<file path="src/rtl/traffic_phase_sequencer_if.sv">
// Signal bundle between the lane-count arbiter / pedestrian / emergency inputs
// and the phase sequencer outputs; the sequencer attaches through the slave modport.
interface traffic_phase_sequencer_if;
  logic       tick;
  logic [1:0] reqDir;
  logic [8:0] reqCount;
  logic       pedReq;
  logic       emergReq;
  logic [1:0] emergDir;
  logic [7:0] laneOutput;
  logic [3:0] yellow;
  logic [1:0] greenDir;
  logic       advance;
  logic       pedAck;
  logic [6:0] timerValue;

  modport master (
    output tick, reqDir, reqCount, pedReq, emergReq, emergDir,
    input  laneOutput, yellow, greenDir, advance, pedAck, timerValue
  );

  modport slave (
    input  tick, reqDir, reqCount, pedReq, emergReq, emergDir,
    output laneOutput, yellow, greenDir, advance, pedAck, timerValue
  );
endinterface

</file>
<file path="src/rtl/traffic_phase_sequencer.sv">
// Timed GREEN / YELLOW / ALL_RED / WALK phase controller driven by a 1 Hz tick.
// Define EMERGENCY_PREEMPT_EN to enable emergency-vehicle preemption.
//
// state   | meaning
// --------+-----------------------------------------------------------
// ALL_RED | clearance; on expiry picks emergency, walk or next green
// GREEN   | greenDir has right of way
// YELLOW  | greenDir clearing, then ALL_RED
// WALK    | pedestrian crossing, all vehicle lights red
module traffic_phase_sequencer #(
  parameter int GREEN_BASE = 20,
  parameter int GREEN_MAX  = 60,
  parameter int YELLOW_T   = 3,
  parameter int ALLRED_T   = 2,
  parameter int WALK_T     = 10
) (
  input logic clk,
  input logic rst,
  traffic_phase_sequencer_if.slave bus
);

  typedef enum logic [1:0] {ALL_RED, GREEN, YELLOW, WALK} phaseT;

  phaseT      phase;
  logic [6:0] timer;
  logic [1:0] greenDirQ;
  logic       pedPending;
  logic [7:0] laneQ;
  logic [3:0] yellowQ;
  logic       advanceQ;
  logic       pedAckQ;

  logic       emergOn;
  logic       pedNow;
  logic       expiry;
  logic       preempt;
  logic       frozen;
  logic [9:0] greenSum;
  logic [6:0] reqLoad;
  logic [1:0] nextDir;
  logic [6:0] nextLoad;

`ifdef EMERGENCY_PREEMPT_EN
  assign emergOn = bus.emergReq;
`else
  logic unusedEmergReq;
  assign unusedEmergReq = bus.emergReq;
  assign emergOn        = 1'b0;
`endif

  function automatic logic [7:0] laneMask(input logic [1:0] d);
    return 8'h03 << {d, 1'b0};
  endfunction

  // Walk request seen this cycle is honoured even on the ALL_RED expiry cycle.
  assign pedNow  = pedPending | (bus.pedReq & (phase != WALK));
  assign expiry  = bus.tick & (timer == 7'd1);
  assign preempt = emergOn & (phase == GREEN) & (bus.emergDir != greenDirQ);
  assign frozen  = emergOn & (phase == GREEN) & (bus.emergDir == greenDirQ);

  // Sum kept at 10 bits so a large count saturates instead of wrapping.
  always_comb begin
    greenSum = 10'(GREEN_BASE) + {2'b00, bus.reqCount[8:1]};
    reqLoad  = (greenSum > 10'(GREEN_MAX)) ? 7'(GREEN_MAX) : greenSum[6:0];
  end

  always_comb begin
    nextDir  = bus.reqDir;
    nextLoad = reqLoad;
    if (emergOn) begin
      nextDir  = bus.emergDir;
      nextLoad = 7'(GREEN_MAX);
    end else if (bus.reqCount == 9'd0) begin
      nextDir  = greenDirQ + 2'd1;
      nextLoad = 7'(GREEN_BASE);
    end
  end

  always_ff @(posedge clk) begin
    if (rst) begin
      phase      <= ALL_RED;
      timer      <= 7'(ALLRED_T);
      greenDirQ  <= 2'd0;
      pedPending <= 1'b0;
      laneQ      <= 8'd0;
      yellowQ    <= 4'd0;
      advanceQ   <= 1'b0;
      pedAckQ    <= 1'b0;
    end else begin
      advanceQ   <= 1'b0;
      pedAckQ    <= 1'b0;
      pedPending <= pedNow;
      case (phase)
        ALL_RED: begin
          if (expiry) begin
            if (pedNow && !emergOn) begin
              phase      <= WALK;
              timer      <= 7'(WALK_T);
              pedAckQ    <= 1'b1;
              pedPending <= 1'b0;
            end else begin
              phase     <= GREEN;
              timer     <= nextLoad;
              greenDirQ <= nextDir;
              laneQ     <= laneMask(nextDir);
              advanceQ  <= 1'b1;
            end
          end else if (bus.tick) begin
            timer <= timer - 7'd1;
          end
        end
        GREEN: begin
          if (preempt || (expiry && !frozen)) begin
            phase   <= YELLOW;
            timer   <= 7'(YELLOW_T);
            laneQ   <= 8'd0;
            yellowQ <= 4'b0001 << greenDirQ;
          end else if (bus.tick && !frozen) begin
            timer <= timer - 7'd1;
          end
        end
        YELLOW: begin
          if (expiry) begin
            phase   <= ALL_RED;
            timer   <= 7'(ALLRED_T);
            yellowQ <= 4'd0;
          end else if (bus.tick) begin
            timer <= timer - 7'd1;
          end
        end
        WALK: begin
          if (expiry) begin
            phase <= ALL_RED;
            timer <= 7'(ALLRED_T);
          end else if (bus.tick) begin
            timer <= timer - 7'd1;
          end
        end
      endcase
    end
  end

  assign bus.laneOutput = laneQ;
  assign bus.yellow     = yellowQ;
  assign bus.greenDir   = greenDirQ;
  assign bus.advance    = advanceQ;
  assign bus.pedAck     = pedAckQ;
  assign bus.timerValue = timer;

endmodule

</file>
<file path="src/flat_wrapper.sv">
// flat-port wrapper written by rule: the top's interface ports become plain ports
module traffic_phase_sequencer_flat 
#(
  parameter int GREEN_BASE = 20,
  parameter int GREEN_MAX  = 60,
  parameter int YELLOW_T   = 3,
  parameter int ALLRED_T   = 2,
  parameter int WALK_T     = 10
)
  (clk, rst, bus_tick, bus_reqDir, bus_reqCount, bus_pedReq, bus_emergReq, bus_emergDir, bus_laneOutput, bus_yellow, bus_greenDir, bus_advance, bus_pedAck, bus_timerValue);
  traffic_phase_sequencer_if bus_i ();
  input logic clk;
  input logic rst;
  input wire logic [$bits(bus_i.tick)-1:0] bus_tick;
  input wire logic [$bits(bus_i.reqDir)-1:0] bus_reqDir;
  input wire logic [$bits(bus_i.reqCount)-1:0] bus_reqCount;
  input wire logic [$bits(bus_i.pedReq)-1:0] bus_pedReq;
  input wire logic [$bits(bus_i.emergReq)-1:0] bus_emergReq;
  input wire logic [$bits(bus_i.emergDir)-1:0] bus_emergDir;
  output wire logic [$bits(bus_i.laneOutput)-1:0] bus_laneOutput;
  output wire logic [$bits(bus_i.yellow)-1:0] bus_yellow;
  output wire logic [$bits(bus_i.greenDir)-1:0] bus_greenDir;
  output wire logic [$bits(bus_i.advance)-1:0] bus_advance;
  output wire logic [$bits(bus_i.pedAck)-1:0] bus_pedAck;
  output wire logic [$bits(bus_i.timerValue)-1:0] bus_timerValue;
  assign bus_i.tick = bus_tick;
  assign bus_i.reqDir = bus_reqDir;
  assign bus_i.reqCount = bus_reqCount;
  assign bus_i.pedReq = bus_pedReq;
  assign bus_i.emergReq = bus_emergReq;
  assign bus_i.emergDir = bus_emergDir;
  assign bus_laneOutput = bus_i.laneOutput;
  assign bus_yellow = bus_i.yellow;
  assign bus_greenDir = bus_i.greenDir;
  assign bus_advance = bus_i.advance;
  assign bus_pedAck = bus_i.pedAck;
  assign bus_timerValue = bus_i.timerValue;
  traffic_phase_sequencer #(.GREEN_BASE(GREEN_BASE), .GREEN_MAX(GREEN_MAX), .YELLOW_T(YELLOW_T), .ALLRED_T(ALLRED_T), .WALK_T(WALK_T)) u_core (.clk(clk), .rst(rst), .bus(bus_i));
endmodule
</file>
<file path="config.mk">
export PLATFORM = sky130hd
export DESIGN_NAME = traffic_phase_sequencer_flat
export DESIGN_NICKNAME = d
export VERILOG_FILES = /design/src/rtl/traffic_phase_sequencer_if.sv /design/src/rtl/traffic_phase_sequencer.sv /design/src/flat_wrapper.sv
export SDC_FILE = /design/constraint.sdc
export NUM_CORES = 1
export LEC_CHECK = 0
export BUFFER_PORTS_ARGS = -buffer_cell sky130_fd_sc_hd__buf_2
export CORE_UTILIZATION = 58
export CTS_BUF_LIST = sky130_fd_sc_hd__clkbuf_4
export DETAILED_ROUTE_END_ITERATION = 10
export PLACE_DENSITY = 0.88
export SETUP_SLACK_MARGIN = 0.3
export SYNTH_ARGS = -nofsm -noshare
export SYNTH_HDL_FRONTEND = slang
export SYNTH_SLANG_ARGS = --single-unit
</file>
<file path="constraint.sdc">
create_clock -name clk -period 3.5 [get_ports clk]
set_input_delay 0.7 -clock clk [delete_from_list [all_inputs] [get_ports clk]]
set_output_delay 0.7 -clock clk [all_outputs]
set_load 0.1 [all_outputs]
</file>
==> out/qor.txt <==
outcome -> completed
Fillers -> 169
total power -> 1071 µW
Starting Density -> 0.6377
critical path peak fanout -> 12
Area Overhead vs Synth -> 12.84%
Unique masters post-synth -> 40
Synth Area per Inst -> 8.639 µm²
pin count of the biggest net entering global routing -> 20
Fin. Hold Viols -> 0
Top FF cell, synth -> dfxtp_1
Reg area -> 440.4 µm²
sequential share of the synthesized area -> 0.3034
Longest Clk Path Bufs -> 2
area fraction of the dominant cell type after synthesis -> 0.3034
cts hold-fix bufs -> 0
first-pass GRT wire length -> 4.781 mm
routed len/inst -> 13.28 µm
Iter 0 DRT Violations -> 39
post-CTS setup buffers -> 0
Compound-Gate Fraction of Synth Area -> 0.1698
layout cells sized above 1 -> 0.2563
ant diodes -> 0
critical path class -> input pin to flop
total iterations of the first detailed-routing run -> 4
worst clock skew -> 9.700 ps
Post-Synth XOR/XNOR Area -> 0.03017
multiplexer area fraction after synthesis -> 0.07759
Final ANT Viol Nets -> 0
Syn. warnings -> 0
Max Cap Viol -> 0
Root Driver -> clkbuf_4
Slew Limit Fails -> 0
crit-path max cell delay -> 590 ps
Die Wd -> 52.03 µm
most frequent cell after synthesis -> dfxtp_1
clock slew seen by the registers of the worst setup and hold paths -> 130 ps
Synth Instances -> 168
# clock sinks -> 22
Critical Path RT -> 3690 ps
largest family of logic cells by synthesized area -> simple AND/OR/NAND/NOR gates
vias per inst -> 5.705
Worst Hold Class -> flop to flop
met2 wire length -> 1.435 mm
synth top area cells -> dfxtp_1, ha_1, mux2i_1
global placement routability congestion -> 0.8064
total length of routed wires -> 3.015 mm
highest routed layer -> met4
CTS tree -> built
Final Setup Violations -> 0
number of antenna violations at the first check in global routing -> 0
gr ovfl total -> 0
Multi-input gate area -> 902.1 µm²
nets@finish -> 231
LEAKAGE -> 0.0007882 µW
setup TNS -> 0 ps
Worst-Skew Late Latency -> 310 ps
placed cell areas -> 0.001612 mm²
Die Ht -> 52.03 µm
min Tclk post-route -> 2352 ps
die area -> 0.002707 mm²
EDFF count, synth -> 0
I/O Buffers -> 37
slowest stage cell on the critical path -> nor3b_2
Critical Path End Type -> flop
post-CTS sizing -> 0
relative slew slack -> 0.5583
synthesized cell area -> 0.001451 mm²
fin area -> 0.001638 mm²
Syn Nets -> 199
HPWL Detailed -> 2.346 mm
Fin Hold WS -> 509.9 ps
DR WL met3 -> 146 µm
routed vias -> 1295
via count of the first global-routing pass -> 1151
Period Utilization, post-route -> 0.6719
worst vdd ir -> 0.6188 mV
Core Region -> 0.002276 mm²
most common library cells after synthesis -> dfxtp_1, nor2_1, ha_1, inv_1
cell area power density -> 654.0 mW/mm²
Synth area leader -> dfxtp_1
asr flop ratio synth -> 0
critical path cell sequence -> buf_2 -> or4b_4 -> nor3b_2 -> o21ai_1 -> mux2i_1 -> nor2_1
Startpoint Class -> input pin
Simple-Gate Fraction of Synth Area -> 0.2319
gr usage total -> 0.2358
fmax -> 425.2 MHz
htree depth -> 1
RSZ-0062 raised after global routing -> no
Synth Area in Adders -> 0.1121
TritonCTS buffer count -> 3
met1 wire length -> 1.382 mm
I/O Pins -> 41
Slew @ Worst Pin -> 659.7 ps
DRC -> 0
FF+latch count, synth -> 22
Critical Path AT -> 2540 ps
Cell Rows -> 17
[state kept, by name, indices dropped and copies added, names as in the netlist]
register               flops
u_core.bus.yellow          4
u_core.phase               2
u_core.bus.greenDir        2
u_core.bus.timerValue      7
u_core.bus.pedAck          1
u_core.bus.laneOutput      4
u_core.bus.advance         1
u_core.pedPending          1
[cell families (layout without fill, tap and decap cells)]
group	after synthesis	in the layout
compound gates	36	36
xor+xnor	5	5
mux	11	11
fa+ha+maj	13	13
simple gates	58	58
flops	22	22
buf+inv	23	54
[power by group]
| part | leakage (µW) | internal [µW] | switching (µW) |
|---|---|---|---|
| Sequential | 0.000179 | 292 | 47.9 |
| Combinational | 0.000594 | 176 | 437 |
| Clock | 0.0000154 | 41.6 | 76.8 |
| Total | 0.000788 | 509 | 562 |
[worst max-delay path: cells and delay by family]
family	cells	cell delay [ps]
muxes	1	210
buffers and inverters	1	160
AOI/OAI and AO/OA	1	320
and+or+nand+nor	3	1140
[per-layer routing]
layer	global-route usage	vias up
met2	0.4081	46
met3	0.02632	6
li1	-	654
met1	0.2966	589
met4	0.08559	0
met5	0	-
[layout by cell type, fill, tap and decap left out, types with 3 or more instances in the layout]
master and instances:
nor2b_1 6, ha_1 13, o21ai_0 3, nand3_1 3, xnor2_1 4, nand2_1 4
a21oi_1 9, a31oi_1 3, a211o_1 4, mux2i_1 9, dfxtp_1 22, nor3_1 6
inv_1 13, nor2_1 21, nor4_1 3, o31ai_1 4, a32oi_1 4, clkbuf_4 3
buf_2 37
[final timing paths]
| check | start | slack (ps) | cells past startpoint | end |
|---|---|---|---|---|
| setup / recovery | bus_tick | 1150 | 6 | u_core.bus.yellow[3]$_SDFFE_PP0P_ |
| hold / removal | u_core.bus.yellow[2]$_SDFFE_PP0P_ | 510 | 2 | u_core.bus.yellow[2]$_SDFFE_PP0P_ |
| setup reg to reg | u_core.bus.timerValue[2]$_SDFF_PP0_ | 1300 | 5 | u_core.bus.yellow[3]$_SDFFE_PP0P_ |
| hold reg to reg | u_core.bus.yellow[2]$_SDFFE_PP0P_ | 510 | 2 | u_core.bus.yellow[2]$_SDFFE_PP0P_ |
[cell type report]
type | instances | share of cell area
Clock inverter | 1 | 0.002292
Timing Repair Buffer | 37 | 0.1131
Clock buffer | 3 | 0.01375
Multi-Input combinational cell | 123 | 0.5508
Inverter | 13 | 0.02979
Sequential cell | 22 | 0.2689
Tap cell | 28 | 0.02139
[metrics by stage]
stage	cells	worst slack, ps	util
global placement	223	847.6	0.7081
global route	227	987.4	0.7196
floorplan	168	1019	-
CTS	227	1145	0.7196
detailed placement	223	805.5	0.7081
finish	227	1148	0.7196
No activity file was read; power rests on OpenSTA's default activity.
